$ cat src/rtl/cv32e40p_alu_fault_manager.sv
// Recovery controller for the triple-redundant EX-stage ALU: holds write-back on a voted
// fault, requests bounded replays, counts faults and escalates to fatal when retries run out.
module cv32e40p_alu_fault_manager #(
    parameter int unsigned MAX_RETRY = 2,
    parameter int unsigned CNT_WIDTH = 8
) (
    input  logic                 clk,
    input  logic                 rst,
    input  logic                 alu_valid_i,
    input  logic                 ex_ready_i,
    input  logic                 alu_fault_i,
    input  logic                 clear_i,
    output logic                 fault_hold_o,
    output logic                 replay_o,
    output logic                 fault_irq_o,
    output logic                 fault_status_o,
    output logic                 fatal_o,
    output logic [CNT_WIDTH-1:0] fault_count_o
);

    typedef enum logic [1:0] {
        S_IDLE   = 2'd0,
        S_REPLAY = 2'd1,
        S_WAIT   = 2'd2,
        S_FATAL  = 2'd3
    } state_t;

    state_t               r_state;
    logic [3:0]           r_retry_cnt;
    logic                 r_replay;
    logic                 r_irq;
    logic                 r_status;
    logic                 r_fatal;
    logic [CNT_WIDTH-1:0] r_count;

    logic                 w_ev_fault;
    logic                 w_ev_ok;
    logic                 w_eval_state;
    logic                 w_count_en;
    logic                 w_cnt_max;
    logic [4:0]           w_retry_inc;
    logic [4:0]           w_retry_lim;
    logic                 w_retry_over;

    // Event qualification and retry-limit arithmetic
    always_comb begin
        w_ev_fault   = alu_valid_i & ex_ready_i & alu_fault_i;
        w_ev_ok      = alu_valid_i & ex_ready_i & ~alu_fault_i;
        w_eval_state = (r_state == S_IDLE) || (r_state == S_WAIT);
        w_count_en   = w_ev_fault & w_eval_state;
        w_cnt_max    = &r_count;
        // Five bits so that retry_cnt == 15 plus one cannot wrap back under the limit
        w_retry_inc  = {1'b0, r_retry_cnt} + 5'd1;
        w_retry_lim  = 5'(MAX_RETRY);
        w_retry_over = (w_retry_inc > w_retry_lim);
    end

    // Write-back hold follows the current state with zero latency
    always_comb begin
        if (w_ev_fault && w_eval_state) begin
            fault_hold_o = 1'b1;
        end else begin
            fault_hold_o = 1'b0;
        end
    end

    // Recovery FSM together with all registered status outputs
    always_ff @(posedge clk or posedge rst) begin
        if (rst) begin
            r_state     <= S_IDLE;
            r_retry_cnt <= 4'd0;
            r_replay    <= 1'b0;
            r_irq       <= 1'b0;
            r_status    <= 1'b0;
            r_fatal     <= 1'b0;
            r_count     <= '0;
        end else if (clear_i) begin
            r_state     <= S_IDLE;
            r_retry_cnt <= 4'd0;
            r_replay    <= 1'b0;
            r_irq       <= 1'b0;
            r_status    <= 1'b0;
            r_fatal     <= 1'b0;
            r_count     <= '0;
        end else begin
            r_replay <= 1'b0;
            r_irq    <= 1'b0;

            if (w_count_en) begin
                if (!w_cnt_max) begin
                    r_count <= r_count + {{(CNT_WIDTH-1){1'b0}}, 1'b1};
                end
                r_status <= 1'b1;
                r_irq    <= ~r_status;
            end

            case (r_state)
                S_IDLE: begin
                    if (w_ev_fault) begin
                        r_retry_cnt <= 4'd1;
                        if (5'd1 > w_retry_lim) begin
                            r_state <= S_FATAL;
                            r_fatal <= 1'b1;
                        end else begin
                            r_state  <= S_REPLAY;
                            r_replay <= 1'b1;
                        end
                    end
                end
                S_REPLAY: begin
                    r_state <= S_WAIT;
                end
                S_WAIT: begin
                    if (w_ev_fault) begin
                        r_retry_cnt <= (w_retry_inc[4]) ? 4'hF : w_retry_inc[3:0];
                        if (w_retry_over) begin
                            r_state <= S_FATAL;
                            r_fatal <= 1'b1;
                        end else begin
                            r_state  <= S_REPLAY;
                            r_replay <= 1'b1;
                        end
                    end else if (w_ev_ok) begin
                        r_state     <= S_IDLE;
                        r_retry_cnt <= 4'd0;
                    end
                end
                S_FATAL: begin
                    r_state <= S_FATAL;
                    r_fatal <= 1'b1;
                end
                default: begin
                    r_state     <= S_IDLE;
                    r_retry_cnt <= 4'd0;
                    r_fatal     <= 1'b0;
                end
            endcase
        end
    end

    assign replay_o       = r_replay;
    assign fault_irq_o    = r_irq;
    assign fault_status_o = r_status;
    assign fatal_o        = r_fatal;
    assign fault_count_o  = r_count;

endmodule
$ cat config.mk
export PLATFORM = sky130hd
export DESIGN_NAME = cv32e40p_alu_fault_manager
export DESIGN_NICKNAME = d
export VERILOG_FILES = /design/src/rtl/cv32e40p_alu_fault_manager.sv
export SDC_FILE = /design/constraint.sdc
export NUM_CORES = 1
export LEC_CHECK = 0
export BUFFER_PORTS_ARGS = -buffer_cell sky130_fd_sc_hd__clkbuf_2
export CORE_MARGIN = 2
export CORE_UTILIZATION = 53
export DETAILED_ROUTE_END_ITERATION = 10
export GPL_ROUTABILITY_DRIVEN = 0
export PLACE_DENSITY = 0.88
export SYNTH_ARGS = -nofsm -noshare
export SYNTH_HDL_FRONTEND = slang
export SYNTH_SLANG_ARGS = --single-unit
$ cat constraint.sdc
create_clock -name clk -period 1.9 [get_ports clk]
set_input_delay 0.38 -clock clk [delete_from_list [all_inputs] [get_ports clk]]
set_output_delay 0.38 -clock clk [all_outputs]
set_load 0.01 [all_outputs]
==> out/metrics.cfg <==
[route]
vias_per_cell = 5.70
wl_um = 1970
first_iter_violations = 38
drc = 0
dr.pass1.iters = 4
vias = 866
ant_nets = 0
avgRoutedWirePerCell_um = 12.9

[worst_setup_path]
cp_top_family = flip-flops
regToRegEndpoint = fault_count_o[0]
end_kind = output pin
required_ns = 1.52
rr_worst_depth = 5
slowest_delay_ns = 0.42
crit_path_max_fanout = 14
worst-path-buf-inv = 2
critPathArrivalTime_ns = 1.33
ff2ff_setup_slack_ns = 0.36
slowest_stage = dfrtp_1
worst_setup_path_start_kind = flip-flop
worstSetupPathType = reg -> out
crit_chain = nand4b_4 -> inv_2 -> clkbuf_2
r2r_start = fault_count_o[0]

[finish]
fillers = 142
antenna_cells = 0
ff_latch_area_sq_um = 450
mostFrequentLayoutCells = dfrtp_1, clkbuf_2, nand2_1
layout-drive-gt1-share_pct = 23.6
multi_input_area_sq_um = 502
area_growth_pct = 14.7
nets = 137

[sta]
timing.final.hold_violations = 0
hold-worst-slack_ns = 0.135
setup_viol = 0
drv_slew = 0
fmax_mhz = 585
worst_slew_pin_slew_ns = 0.664
post-route-period-util_pct = 90.0
fin_tns_setup_ns = 0
setup_slack_ns = 0.189
timing.slew.headroom_pct = 55.7
post-route-min-period_ns = 1.71
rsz0062_at_grt = false
fin_skew_ns = 0.00217

[power_and_ir_drop]
sw_frac_of_total_pct = 24.6
p_clk_share_pct = 35.1
power.share.sequential_pct = 56.8
power_frac_comb_pct = 8.1
p_per_area_nw_per_um2 = 612
p_leak_nw = 0.522
peakVddDrop_mv = 0.408
power_switching_mw = 0.172
p_int_mw = 0.526

[global_routing]
grt-ovfl-total = 0
track_usage_pct = 20.6
grt_max_degree = 19
grt_pass1_wl_um = 3160
grt_pass1_vias = 711
antenna_found_initial = 0

[synth]
synth_top_family_by_area = simple AND/OR/NAND/NOR gates
yosys.area_share.adder_pct = 3.78
yosysUniqueCellTypes = 33
synth_area_sq_um = 993
synth_xor_area_share_pct = 0.882
syn_inst = 107
synth.avg_cell_area_sq_um = 9.28
synth_compound_area_share_pct = 19.1
yosysSeqAreaShare_pct = 45.3
synth-simple-area-share_pct = 25.7
muxShareOfSynthArea_pct = 1.01
ys_ff_latch = 18
synth_fp_nets = 116
ys_warn_count = 0

[clocking]
cts_sinks = 18
cts_resized = 0
cts_root_buf = clkbuf_4
clk_latency_ns = 0.30
clkTransAtPathRegs_ns = 0.11
cts-buffers-inserted = 3
clk_path_buf_depth = 2
htreeDepth = 1
postCtsHoldBufs = 0
post-cts-setup-buffer-count = 0
cts_tree = done

[floorplanning]
io_pins = 19
die_y_um = 47.3
die_area_sq_um = 2240
fp-row-count = 15
start_util_pct = 56.9
die_w_um = 47.3
core_area_sq_um = 1750

[place]
dp_hpwl_um = 1390
preCtsSetupSlack_ns = 0.395
numPortBuffers = 18

[worst_hold_path]
hold_class = in -> async

[job]
cap_viol_max_count = 0

[status]
status = complete, no violations

==> through the flow <==
step	total power, mW	utilization (%)	instance area [sq um]	std cells
after detailed placement	0.461	63.2	1100	148
after global placement	0.458	63.2	1100	148
after CTS	0.698	65.3	1140	152
final	0.697	65.3	1140	152
after global routing	0.718	65.3	1140	152
after floorplan	0.439	-	993	107
==> cell families (layout without fill, tap and decap cells) <==
| family | count (synthesis) | count (layout) |
|---|---|---|
| fa+ha+maj | 3 | 3 |
| flops | 18 | 18 |
| mux | 1 | 1 |
| compound gates | 31 | 31 |
| buf+inv | 9 | 29 |
| xor+xnor | 1 | 1 |
| simple gates | 44 | 44 |
==> cells in the mapped netlist, drive strengths merged <==
cell | number | area (sq um)
ha | 3 | 37.5
a211oi | 4 | 35.0
o21ai | 9 | 45.0
buf | 2 | 15.0
xnor2 | 1 | 8.76
nand2b | 1 | 6.26
o21bai | 2 | 15.0
nor2 | 8 | 32.5
nand3 | 6 | 30.0
clkbuf | 1 | 3.75
and3b | 1 | 8.76
o21a | 1 | 7.51
inv | 6 | 22.5
a41oi | 1 | 8.76
nor4 | 2 | 12.5
nand2 | 12 | 45.0
or4 | 1 | 7.51
o31a | 1 | 8.76
a31oi | 4 | 25.0
a21oi | 9 | 45.0
mux2i | 1 | 10.0
nand3b | 3 | 22.5
nand4b | 1 | 23.8
nor3 | 7 | 50.1
dfrtp | 18 | 450
and3 | 1 | 6.26
and4b | 1 | 10.0
==> power groups by stage <==
stage          Sequential, mW  Combinational [mW]  Clock (mW)
4_1_cts                 0.396              0.0579       0.245
6_report                0.396              0.0567       0.245
3_3_place_gp            0.403              0.0552           0
5_1_grt                 0.397              0.0650       0.255
3_5_place_dp            0.404              0.0575           0
2_1_floorplan           0.404              0.0350           0
==> sequential cells by signal, indices dropped and copies added (netlist names) <==
signal and count:
fault_irq_o 1, fault_status_o 1, fault_count_o 8, fatal_o 1, r_retry_cnt 4, r_state 2
replay_o 1
==> routing by layer <==
metal / vias up / routed length (um) / GRT usage (%)
li1: 436 / - / -
met1: 397 / 970 / 28.8
met2: 28 / 870 / 31.1
met3: 5 / 86 / 2.69
met4: 0 / 39 / 10.6
met5: - / 0 / 0
==> worst max-delay path by stage <==
stage | start | slack, ns | cells past startpoint | end
after global routing | r_state[0] | 0.11 | 3 | fault_hold_o
after detailed placement | ex_ready_i | 0.40 | 5 | fault_count_o[5]
after CTS | r_state[0] | 0.19 | 3 | fault_hold_o
final | r_state[0] | 0.19 | 3 | fault_hold_o
after global placement | r_retry_cnt[0] | 0.44 | 5 | fatal_o
after floorplan | fault_count_o[0] | 0.44 | 5 | fault_count_o[0]
==> worst reg2reg max path, stage by stage, from the launching register on <==
cell and delay, ns:
dfrtp_1 0.46, ha_1 0.28, nand2_1 0.18, nor3_2 0.08, or4_1 0.40, nand3_1 0.09
==> layout make-up <==
class / count / share of cell area (%)
multi-input combinational: 80 / 44.0
sequential: 18 / 39.5
timing repair buffer: 19 / 8.56
clock buffer: 4 / 3.18
tap: 25 / 2.74
inverter: 6 / 1.98
(Power assumes the default switching activity.)
